$ cat src/rtl/controlador_notas_if.sv
// rtl/controlador_notas_if.sv - key request / wavetable control bundle for controlador_notas
interface controlador_notas_if;
  logic [3:0] teclas;   // key requests, bit k = key k held
  logic       prox;     // sample-step strobe
  logic       play;     // playback enable
  logic [1:0] nota;     // granted key index
  logic       ocupado;  // controller not idle

  modport master (
    output teclas,
    input  prox,
    input  play,
    input  nota,
    input  ocupado
  );

  modport slave (
    input  teclas,
    output prox,
    output play,
    output nota,
    output ocupado
  );
endinterface

$ cat src/rtl/controlador_notas.sv
// rtl/controlador_notas.sv - key-to-wavetable note controller; optional SYNC_TECLAS_EN adds a 2-flop key synchronizer
module controlador_notas #(
  parameter int DIV_LARG = 16,
  parameter int DIV0     = 400,
  parameter int DIV1     = 357,
  parameter int DIV2     = 318,
  parameter int DIV3     = 300
) (
  input logic             clk,
  input logic             rst_n,
  controlador_notas_if.slave bus
);

  typedef enum logic [2:0] {
    OCIOSO,
    REINICIA,
    TOCANDO,
    LIBERA,
    ZERA
  } estado_t;

  // Reload value is period-1; periods below 2 are clamped so the strobe never fires back to back.
  function automatic logic [DIV_LARG-1:0] recarga(input int div);
    int per;
    per = (div < 2) ? 2 : div;
    return DIV_LARG'(per - 1);
  endfunction

  localparam logic [DIV_LARG-1:0] REC0 = recarga(DIV0);
  localparam logic [DIV_LARG-1:0] REC1 = recarga(DIV1);
  localparam logic [DIV_LARG-1:0] REC2 = recarga(DIV2);
  localparam logic [DIV_LARG-1:0] REC3 = recarga(DIV3);

  estado_t             estado;
  logic [DIV_LARG-1:0] cnt;
  logic [DIV_LARG-1:0] rec_sel;
  logic [3:0]          teclas_f;
  logic [1:0]          menor;

`ifdef SYNC_TECLAS_EN
  logic [3:0] sync1;
  logic [3:0] sync2;

  // Two-stage synchronizer for the asynchronous key inputs.
  always_ff @(posedge clk or negedge rst_n) begin
    if (!rst_n) begin
      sync1 <= '0;
      sync2 <= '0;
    end else begin
      sync1 <= bus.teclas;
      sync2 <= sync1;
    end
  end

  assign teclas_f = sync2;
`else
  assign teclas_f = bus.teclas;
`endif

  // Lowest set key index wins a fresh grant.
  always_comb begin
    menor = 2'd0;
    if (teclas_f[0])      menor = 2'd0;
    else if (teclas_f[1]) menor = 2'd1;
    else if (teclas_f[2]) menor = 2'd2;
    else if (teclas_f[3]) menor = 2'd3;
  end

  // Step period of the currently granted key.
  always_comb begin
    rec_sel = REC0;
    case (bus.nota)
      2'd0:    rec_sel = REC0;
      2'd1:    rec_sel = REC1;
      2'd2:    rec_sel = REC2;
      default: rec_sel = REC3;
    endcase
  end

  // Controller FSM; every output is set on the transition into the state it belongs to.
  always_ff @(posedge clk or negedge rst_n) begin
    if (!rst_n) begin
      estado      <= OCIOSO;
      cnt         <= '0;
      bus.prox    <= 1'b0;
      bus.play    <= 1'b0;
      bus.nota    <= 2'd0;
      bus.ocupado <= 1'b0;
    end else begin
      case (estado)
        OCIOSO: begin
          bus.play <= 1'b0;
          if (|teclas_f) begin
            bus.nota    <= menor;
            bus.prox    <= 1'b1;
            bus.ocupado <= 1'b1;
            estado      <= REINICIA;
          end else begin
            bus.prox    <= 1'b0;
            bus.ocupado <= 1'b0;
          end
        end
        REINICIA: begin
          cnt         <= rec_sel;
          bus.prox    <= 1'b0;
          bus.play    <= 1'b1;
          bus.ocupado <= 1'b1;
          estado      <= TOCANDO;
        end
        TOCANDO: begin
          bus.ocupado <= 1'b1;
          // Release has priority so a pending step strobe is dropped.
          if (!teclas_f[bus.nota]) begin
            bus.prox <= 1'b0;
            bus.play <= 1'b0;
            estado   <= LIBERA;
          end else if (cnt == '0) begin
            cnt      <= rec_sel;
            bus.prox <= 1'b0;
          end else if (cnt == DIV_LARG'(1)) begin
            cnt      <= '0;
            bus.prox <= 1'b1;
          end else begin
            cnt      <= cnt - 1'b1;
            bus.prox <= 1'b0;
          end
        end
        LIBERA: begin
          // Final strobe with play low drives the instrument output to zero.
          bus.prox    <= 1'b1;
          bus.play    <= 1'b0;
          bus.ocupado <= 1'b1;
          estado      <= ZERA;
        end
        ZERA: begin
          bus.prox    <= 1'b0;
          bus.play    <= 1'b0;
          bus.ocupado <= 1'b0;
          estado      <= OCIOSO;
        end
        default: begin
          bus.prox    <= 1'b0;
          bus.play    <= 1'b0;
          bus.ocupado <= 1'b0;
          estado      <= OCIOSO;
        end
      endcase
    end
  end

endmodule

$ cat src/flat_wrapper.sv
// flat-port wrapper written by rule: the top's interface ports become plain ports
module controlador_notas_flat 
#(
  parameter int DIV_LARG = 16,
  parameter int DIV0     = 400,
  parameter int DIV1     = 357,
  parameter int DIV2     = 318,
  parameter int DIV3     = 300
)
  (clk, rst_n, bus_teclas, bus_prox, bus_play, bus_nota, bus_ocupado);
  controlador_notas_if bus_i ();
  input logic clk;
  input logic rst_n;
  input wire logic [$bits(bus_i.teclas)-1:0] bus_teclas;
  output wire logic [$bits(bus_i.prox)-1:0] bus_prox;
  output wire logic [$bits(bus_i.play)-1:0] bus_play;
  output wire logic [$bits(bus_i.nota)-1:0] bus_nota;
  output wire logic [$bits(bus_i.ocupado)-1:0] bus_ocupado;
  assign bus_i.teclas = bus_teclas;
  assign bus_prox = bus_i.prox;
  assign bus_play = bus_i.play;
  assign bus_nota = bus_i.nota;
  assign bus_ocupado = bus_i.ocupado;
  controlador_notas #(.DIV_LARG(DIV_LARG), .DIV0(DIV0), .DIV1(DIV1), .DIV2(DIV2), .DIV3(DIV3)) u_core (.clk(clk), .rst_n(rst_n), .bus(bus_i));
endmodule
$ cat config.mk
export PLATFORM = sky130hd
export DESIGN_NAME = controlador_notas_flat
export DESIGN_NICKNAME = d
export VERILOG_FILES = /design/src/rtl/controlador_notas_if.sv /design/src/rtl/controlador_notas.sv /design/src/flat_wrapper.sv
export SDC_FILE = /design/constraint.sdc
export NUM_CORES = 1
export LEC_CHECK = 0
export ABC_AREA = 1
export BUFFER_PORTS_ARGS = -buffer_cell sky130_fd_sc_hd__clkbuf_2
export CAP_MARGIN = 30
export CORE_MARGIN = 3
export CORE_UTILIZATION = 59
export DETAILED_ROUTE_END_ITERATION = 7
export GPL_ROUTABILITY_DRIVEN = 1
export MAX_ROUTING_LAYER = met4
export PLACE_DENSITY = 0.75
export RECOVER_POWER = 100
export SLEW_MARGIN = 15
export SYNTH_ARGS = -nofsm -noshare
export SYNTH_HDL_FRONTEND = slang
export SYNTH_SLANG_ARGS = --single-unit
export TNS_END_PERCENT = 20
$ cat constraint.sdc
create_clock -name clk -period 2.1 [get_ports clk]
set_input_delay 0.21 -clock clk [delete_from_list [all_inputs] [get_ports clk]]
set_output_delay 0.21 -clock clk [all_outputs]
set_load 0.03 [all_outputs]
==> results of run 1 <==
==> worst max-delay path, stage by stage (launching register included) <==
cell and delay, ps:
dfrtp_1 420, inv_1 130, ha_1 200, nand2_1 150, nor2_1 280, nand2_1 110
nand3_1 190, nand2_1 150, inv_1 110, a21oi_1 50
==> cell families (layout without fill, tap and decap cells) <==
kind of cell               Yosys count  count (layout)  share of synthesized area, %
buffers and inverters               30              43                          7.62
AOI/OAI and AO/OA                   15              15                          5.66
adders and majority gates            8               8                          6.28
DFF                                 24              24                          37.7
xor gates and xnor gates             5               5                          2.75
and+or+nand+nor                    141             141                          40.0
==> state kept, by name, indices dropped and copies added (netlist names) <==
register	flops
u_core.bus.ocupado	1
u_core.estado	3
u_core.bus.prox	1
u_core.bus.nota	2
u_core.bus.play	1
u_core.cnt	16
==> stage by stage <==
| step | setup slack [ps] | hold slack, ps | cell area [µm²] |
|---|---|---|---|
| after floorplan | 550 | -85.6 | 1590 |
| after global placement | 409 | 233 | 1660 |
| after detailed placement | 297 | 242 | 1660 |
| after CTS | 277 | 212 | 1710 |
| after global routing | 36.5 | 261 | 1690 |
| final | 224 | 231 | 1690 |
==> layout by cell type, fill, tap and decap left out, types with 2 or more instances in the layout <==
cell | Yosys | final
a21oi_1 | 3 | 3
clkbuf_1 | 0 | 6
clkbuf_2 | 0 | 4
clkbuf_4 | 0 | 3
dfrtp_1 | 24 | 24
ha_1 | 8 | 8
inv_1 | 25 | 25
inv_2 | 3 | 3
nand2_1 | 69 | 70
nand2_2 | 6 | 5
nand3_1 | 18 | 19
nand3_2 | 3 | 2
nand3b_1 | 3 | 3
nor2_1 | 33 | 35
nor3_1 | 2 | 2
o21ai_0 | 5 | 6
xnor2_1 | 2 | 2
xor2_1 | 3 | 3
==> layout make-up <==
class / count / area [µm²]
clock buffer: 4 / 36.3
fill: 209 / 837
inverter: 28 / 105
multi-input combinational: 169 / 853
sequential: 24 / 601
tap: 30 / 37.5
timing repair buffer: 11 / 52.6
==> cells in the mapped netlist <==
master	number
a211oi_1	1
a21boi_0	1
a21oi_1	3
a21oi_2	1
buf_2	1
buf_6	1
dfrtp_1	24
ha_1	8
inv_1	25
inv_2	3
nand2_1	69
nand2_2	6
nand3_1	18
nand3_2	3
nand3b_1	3
nand4_1	1
nor2_1	33
nor2_2	2
nor2_4	2
nor3_1	2
nor3_4	1
nor4_1	1
o2111ai_1	1
o21ai_0	5
o21ai_1	2
o31ai_1	1
xnor2_1	2
xor2_1	3
==> power by group through the flow <==
stage | sequential [mW] | clock (mW) | combinational (mW)
after floorplan | 0.854 | 0 | 1.03
after global placement | 0.800 | 0 | 1.31
after detailed placement | 0.806 | 0 | 1.34
after CTS | 0.795 | 0.252 | 1.35
after global routing | 0.823 | 0.265 | 1.51
final | 0.799 | 0.237 | 1.31
==> metal layers <==
layer / track usage [%] / vias up / part of all wire [%]
met3: 2.23 / 4 / 3.8
met2: 35.3 / 22 / 48
met5: - / - / 0
li1: - / 725 / -
met1: 28.6 / 662 / 47
met4: 6.62 / 0 / 0.73
==> worst max-delay path by stage <==
stage                       start             end  slack [ps]  depth (start not counted)
3_3_place_gp   u_core.bus.nota[0]   u_core.cnt[7]         410                          9
4_1_cts        u_core.bus.nota[0]   u_core.cnt[0]         280                          9
5_1_grt        u_core.bus.nota[0]  u_core.cnt[13]          40                          9
2_1_floorplan  u_core.bus.nota[0]  u_core.cnt[11]         550                          9
6_report            u_core.cnt[0]  u_core.cnt[10]         220                          9
3_5_place_dp   u_core.bus.nota[0]   u_core.cnt[0]         300                          9
==> results.toml, run 1 <==
[run_status]
status = "finished clean"

[power]
switchingPower_mw = 1.20
ir_drop_v = 0.000920
intPower_mw = 1.15
powerDensity_mw_per_mm2 = 1390
pwr-share-seq_pct = 34.0
power_mw = 2.35
clkPwrFrac_pct = 10.1
p_sw_share_pct = 51.2
power.leakage_nw = 0.890
combPwrFrac_pct = 55.9

[place]
io_buffers = 10
gp_congestion = 0.970
hpwl_um = 2480
placed_cells = 261

[yosys]
synth_top_area_share_pct = 37.7
yosysTopAreaCell = "dfrtp_1"
yosys_warnings = 0
synthDistinctLibCells = 28
syn-cell-area_mm2 = 0.00159
yosysSeqAreaShare_pct = 37.7
synth_cells = 223
synth_seq_cells = 24
synthTopCellsByArea = "dfrtp_1 (38%), nand2_1 (16%), nor2_1 (7.8%), ha_1 (6.3%), inv_1 (5.9%)"
syn_area_per_cell_um2 = 7.14
synthesis.nets = 237

[route]
via_per_inst = 5.31
vias = 1413
routed_wl_um = 3170
drtIter0Drc = 76
dr.pass1.iters = 4
drc = 0
wire_per_inst_um = 11.9
antenna_left = 0

[hold_path]
min_to = "u_core.bus.nota[1]"
whs_path_depth = 3
hold_start = "bus_teclas[2]"
min_path_type = "in2reg"

[timing]
worstMarginPinSlew_ps = 1270
rsz0062_at_grt = "false"
relSlewSlack_pct = 15.3
fin_crit_sh_pct = 89.3
final-setup-viol-count = 0
period_minus_slack_ps = 1880
drv_slew = 0
finClkSkew_ps = 5.30
hold_viol = 0
fmax_mhz = 533
setup_tns_ps = 0

[final_layout]
fin_util_pct = 66.8
diodes = 0
drive_gt1_share_pct = 9.32
nets = 251
syn2layout_area_growth_pct = 5.81
final_cells = 266

[worst_setup_path]
path_class = "reg2reg"
worstPathRequired_ps = 2300
reg2reg_to = "u_core.cnt[10]"
worstSetupEndpointType = "flop"
start_kind = "flop"
cp.arrival_ps = 2080
reg2reg_slack_ps = 220
path_max_fanout = 4
r2r_cells = 9
r2r-start = "u_core.cnt[0]"

[cts]
clk_pin_slew_ps = 130
cts-root-buf = "clkbuf_4"
clock_path_buffers = 2
cts_setup_buffers = 0
clock_sinks = 24
holdBufCountCts = 1
htreeDepth = 1
cts-resized-gates = 0
clk_latency_ps = 300
tritoncts = "yes"
numCtsBuffers = 3

[floorplanning]
die_area_mm2 = 0.00336
die_w_um = 58.0
pin_count = 11
fp.dieH_um = 58.0
initial_core_util_pct = 63.1
num_rows = 18
core_mm2 = 0.00252

[global_route]
overflow = 0
grt_pass1_vias = 1321
gr-usage-all-layers_pct = 21.7
grt_pass1_wl_um = 5580
antenna_found_initial = 0
grt_max_degree = 25

[job]
maxCapViolations = 0
No activity file was read; power rests on OpenSTA's default activity.
==> inputs of run 2 (changes only) <==
--- a/config.mk
+++ b/config.mk
@@ -9,11 +9,11 @@
 export BUFFER_PORTS_ARGS = -buffer_cell sky130_fd_sc_hd__clkbuf_2
 export CAP_MARGIN = 30
 export CORE_MARGIN = 3
-export CORE_UTILIZATION = 59
+export CORE_UTILIZATION = 60
 export DETAILED_ROUTE_END_ITERATION = 7
 export GPL_ROUTABILITY_DRIVEN = 1
 export MAX_ROUTING_LAYER = met4
-export PLACE_DENSITY = 0.75
+export PLACE_DENSITY = 0.79
 export RECOVER_POWER = 100
 export SLEW_MARGIN = 15
 export SYNTH_ARGS = -nofsm -noshare
==> constraint.sdc (replaced) <==
create_clock -name clk -period 2.2 [get_ports clk]
set_input_delay 0.22 -clock clk [delete_from_list [all_inputs] [get_ports clk]]
set_output_delay 0.22 -clock clk [all_outputs]
set_load 0.03 [all_outputs]
==> results.toml, run 2 (synthesis gave the netlist of run 1 again) <==
[timing]
setup_tns_ps = 0
fin_crit_sh_pct = 87.8
relSlewSlack_pct = 14.1
drv_slew = 0
whs_ps = 228
fmax_mhz = 518
hold_viol = 0
worstMarginPinSlew_ps = 1290
final-setup-viol-count = 0
rsz0062_at_grt = "false"
finClkSkew_ps = 6.38
period_minus_slack_ps = 1930

[cts]
clock_sinks = 24
holdBufCountCts = 1
cts_setup_buffers = 0
tritoncts = "yes"
cts-resized-gates = 0
htreeDepth = 1
clk_pin_slew_ps = 130
numCtsBuffers = 3
cts-root-buf = "clkbuf_4"
clock_path_buffers = 2
clk_latency_ps = 320

[final_layout]
nets = 251
final_cell_mix = "nand2_1 (71), nor2_1 (34), inv_1 (25)"
regArea_um2 = 601
largest_reg_flops = 16
top_regs = "u_core.cnt (16), u_core.estado (3), u_core.bus.nota (2)"
drive_gt1_share_pct = 8.90
diodes = 0
layout_commonest_cell = "nand2_1"
final_cells = 266
regMostFlops = "u_core.cnt"
multiInputGateArea_um2 = 848
fin_util_pct = 67.2
fillers = 220
syn2layout_area_growth_pct = 5.50

[floorplanning]
core_mm2 = 0.00250
initial_core_util_pct = 63.7
num_rows = 18
die_w_um = 57.5
fp.dieH_um = 57.5
die_area_mm2 = 0.00331
pin_count = 11

[worst_setup_path]
path_max_fanout = 4
cp.arrival_ps = 2140
start_kind = "flop"
worstSetupEndpointType = "flop"
path_class = "reg2reg"
worstPathRequired_ps = 2410
r2r_cells = 9

[global_route]
grt_pass1_wl_um = 5820
gr-usage-all-layers_pct = 22.9
grt_pass1_vias = 1410
grt_max_degree = 25
overflow = 0
antenna_found_initial = 0

[power]
pwr-share-seq_pct = 33.9
intPower_mw = 1.10
combPwrFrac_pct = 55.8
powerDensity_mw_per_mm2 = 1340
power.leakage_nw = 0.889
switchingPower_mw = 1.16
p_sw_share_pct = 51.4
ir_drop_v = 0.000878
clkPwrFrac_pct = 10.3

[job]
maxCapViolations = 0

[place]
io_buffers = 10
hpwl_um = 2520
placed_cells = 261
gp_congestion = 0.947

[route]
drc = 0
antenna_left = 0
via_per_inst = 5.37
dr.pass1.iters = 5
wire_per_inst_um = 12.4
routed_wl_um = 3310
drtIter0Drc = 66
vias = 1428

[run_status]
status = "finished clean"

[hold_path]
min_path_type = "in2reg"
whs_path_depth = 3
[run 2: cell count changes in the layout (fill, tap and decap cells not counted)]
cell | previous run | this run
nand2_1 | 70 | 71
nand2_2 | 5 | 4
nand3_1 | 19 | 20
nand3_2 | 2 | 1
nor2_1 | 35 | 34
nor2_2 | 1 | 2
[run 2: layout make-up]
cell class / count / share of cell area, %
Clock buffer: 4 / 2.16
Inverter: 28 / 6.25
Multi-Input combinational cell: 169 / 50.5
Sequential cell: 24 / 35.7
Tap cell: 30 / 2.23
Timing Repair Buffer: 11 / 3.13
[run 2: final timing paths]
path / from / end / slack, ps
max in group asynchronous: rst_n / u_core.estado[2] / 750
min in group asynchronous: rst_n / u_core.cnt[13] / 690
hold reg to reg: u_core.bus.play / u_core.bus.play / 480
hold / removal: bus_teclas[2] / u_core.bus.nota[1] / 230
setup / recovery: u_core.cnt[0] / u_core.cnt[10] / 270
setup reg to reg: u_core.cnt[0] / u_core.cnt[10] / 270
[run 2: critical path, stage by stage (launching register included)]
cell     delay, ps
dfrtp_1        440
inv_1          140
ha_1           200
nand2_1        150
nor2_1         290
nand2_1        120
nand3_1        190
nand2_1        150
inv_1          110
a21oi_1         50
[run 2: routing by layer]
layer | global-route usage [%] | share of wire [%] | vias up
li1 | - | - | 730
met1 | 27.1 | 43 | 641
met2 | 38.2 | 49 | 46
met3 | 3.39 | 5.1 | 11
met4 | 9.93 | 2.2 | 0
met5 | - | 0 | -
[run 2: stage by stage]
step / area, µm² / total power [mW] / worst slack, ps
floorplan: 1590 / 1.80 / 650
global placement: 1660 / 2.01 / 515
detailed placement: 1660 / 2.05 / 370
CTS: 1710 / 2.29 / 345
global route: 1680 / 2.47 / 97.5
finish: 1680 / 2.26 / 269
[run 2: power by group through the flow]
stage	registers, mW	clock network [mW]	logic, mW
2_1_floorplan	0.815	0	0.981
3_3_place_gp	0.763	0	1.25
3_5_place_dp	0.771	0	1.28
4_1_cts	0.761	0.239	1.29
5_1_grt	0.786	0.257	1.43
6_report	0.764	0.232	1.26
==> inputs of run 3 (changes only) <==
--- a/config.mk
+++ b/config.mk
@@ -8,12 +8,14 @@
 export ABC_AREA = 1
 export BUFFER_PORTS_ARGS = -buffer_cell sky130_fd_sc_hd__clkbuf_2
 export CAP_MARGIN = 30
+export CELL_PAD_IN_SITES_DETAIL_PLACEMENT = 0
+export CELL_PAD_IN_SITES_GLOBAL_PLACEMENT = 1
 export CORE_MARGIN = 3
-export CORE_UTILIZATION = 60
+export CORE_UTILIZATION = 47
 export DETAILED_ROUTE_END_ITERATION = 7
 export GPL_ROUTABILITY_DRIVEN = 1
 export MAX_ROUTING_LAYER = met4
-export PLACE_DENSITY = 0.79
+export PLACE_DENSITY_LB_ADDON = 0.1
 export RECOVER_POWER = 100
 export SLEW_MARGIN = 15
 export SYNTH_ARGS = -nofsm -noshare
==> constraint.sdc (replaced) <==
create_clock -name clk -period 2.2 [get_ports clk]
set_input_delay 0.22 -clock clk [delete_from_list [all_inputs] [get_ports clk]]
set_output_delay 0.22 -clock clk [all_outputs]
set_load 0.05 [all_outputs]
==> results.toml, run 3 (synthesis gave the netlist of run 1 again) <==
[run_status]
status = "finished clean"

[timing]
fmax_mhz = 515
final-setup-viol-count = 0
drv_slew = 0
relSlewSlack_pct = 12.0
rsz0062_at_grt = "false"
period_minus_slack_ps = 1940
hold_viol = 0
worstMarginPinSlew_ps = 1320
finClkSkew_ps = 6.96
setup_tns_ps = 0
whs_ps = 218
fin_crit_sh_pct = 88.3

[global_route]
gr-usage-all-layers_pct = 19.0
antenna_found_initial = 0
grt_pass1_vias = 1332
overflow = 0
grt_max_degree = 25
grt_pass1_wl_um = 6100

[cts]
cts-root-buf = "clkbuf_4"
htreeDepth = 1
tritoncts = "yes"
clk_pin_slew_ps = 140
cts_setup_buffers = 0
clock_sinks = 24
holdBufCountCts = 1
clock_path_buffers = 2
clk_latency_ps = 330
numCtsBuffers = 3
cts-resized-gates = 0

[worst_setup_path]
reg2reg_to = "u_core.cnt[13]"
r2r_cells = 9
path_max_fanout = 21
r2r-start = "u_core.bus.nota[0]"
cp.arrival_ps = 2220
reg2reg_slack_ps = 260
path_class = "reg2reg"
worstSetupEndpointType = "flop"
start_kind = "flop"
worstPathRequired_ps = 2480

[final_layout]
layout_commonest_cell = "nand2_1"
regArea_um2 = 601
largest_reg_flops = 16
final_cell_mix = "nand2_1 (70), nor2_1 (35), inv_1 (25)"
fillers = 326
fin_util_pct = 54.5
nets = 251
diodes = 0
multiInputGateArea_um2 = 853
top_regs = "u_core.cnt (16), u_core.estado (3), u_core.bus.nota (2)"
regMostFlops = "u_core.cnt"
syn2layout_area_growth_pct = 7.93
drive_gt1_share_pct = 9.75

[power]
powerDensity_mw_per_mm2 = 1390
ir_drop_v = 0.000793
power.leakage_nw = 0.899

[hold_path]
min_to = "u_core.bus.nota[1]"
whs_path_depth = 3
min_path_type = "in2reg"
hold_start = "bus_teclas[2]"

[floorplanning]
die_area_mm2 = 0.00412
num_rows = 20
pin_count = 11
fp.dieH_um = 64.2
core_mm2 = 0.00315
initial_core_util_pct = 50.5
die_w_um = 64.2

[route]
vias = 1383
wire_per_inst_um = 12.0
antenna_left = 0
dr.pass1.iters = 4
routed_wl_um = 3360
via_per_inst = 4.94
drtIter0Drc = 107
drc = 0

[job]
maxCapViolations = 0

[place]
hpwl_um = 2600
io_buffers = 10
gp_congestion = 0.848
## run 3: final cells by class
type / instances / share of cell area (%)
tap: 44 / 3.20
multi-input combinational: 169 / 49.6
sequential: 24 / 34.9
timing repair buffer: 11 / 3.06
clock buffer: 3 / 1.31
inverter: 28 / 6.11
clock inverter: 1 / 1.75
## run 3: worst max-delay path, cell delays in order, from the launching register on
cell,delay (ps)
dfrtp_1,490
inv_1,200
nand2_1,70
nand3_1,80
nand3_2,110
nand2_2,340
inv_2,190
nor2_2,230
o21ai_1,110
nand2_1,60
## run 3: worst max-delay path by stage
stage	slack, ps	to	cells after the start	from
after floorplan	480	u_core.cnt[11]	9	u_core.bus.nota[0]
after global placement	290	u_core.cnt[3]	9	u_core.bus.nota[0]
after detailed placement	300	u_core.cnt[0]	9	u_core.bus.nota[0]
after CTS	260	u_core.cnt[0]	9	u_core.bus.nota[0]
after global routing	20	u_core.cnt[3]	9	u_core.bus.nota[0]
final	260	u_core.cnt[13]	9	u_core.bus.nota[0]
## run 3: per-stage QoR
stage | instances | worst slack (ps) | area [µm²] | total power, mW
2_1_floorplan | 223 | 481 | 1590 | 1.85
6_report | 280 | 257 | 1720 | 2.40
3_5_place_dp | 275 | 301 | 1680 | 2.12
3_3_place_gp | 275 | 291 | 1680 | 2.11
4_1_cts | 280 | 261 | 1740 | 2.45
5_1_grt | 280 | 22.1 | 1720 | 2.65
## run 3: report_power, final
group | switching, mW | leakage [nW] | internal, mW | total (mW)
logic | 0.910 | 0.564 | 0.392 | 1.30
clock network | 0.144 | 0.0279 | 0.184 | 0.328
registers | 0.164 | 0.307 | 0.602 | 0.766
## run 3: per-layer routing
metal,GRT usage (%),part of all wire [%],vias to the layer above
met1,25.2,48,628
li1,-,-,730
met3,2.64,3.2,4
met5,-,0,-
met2,30.7,48,21
met4,4.75,1.0,0
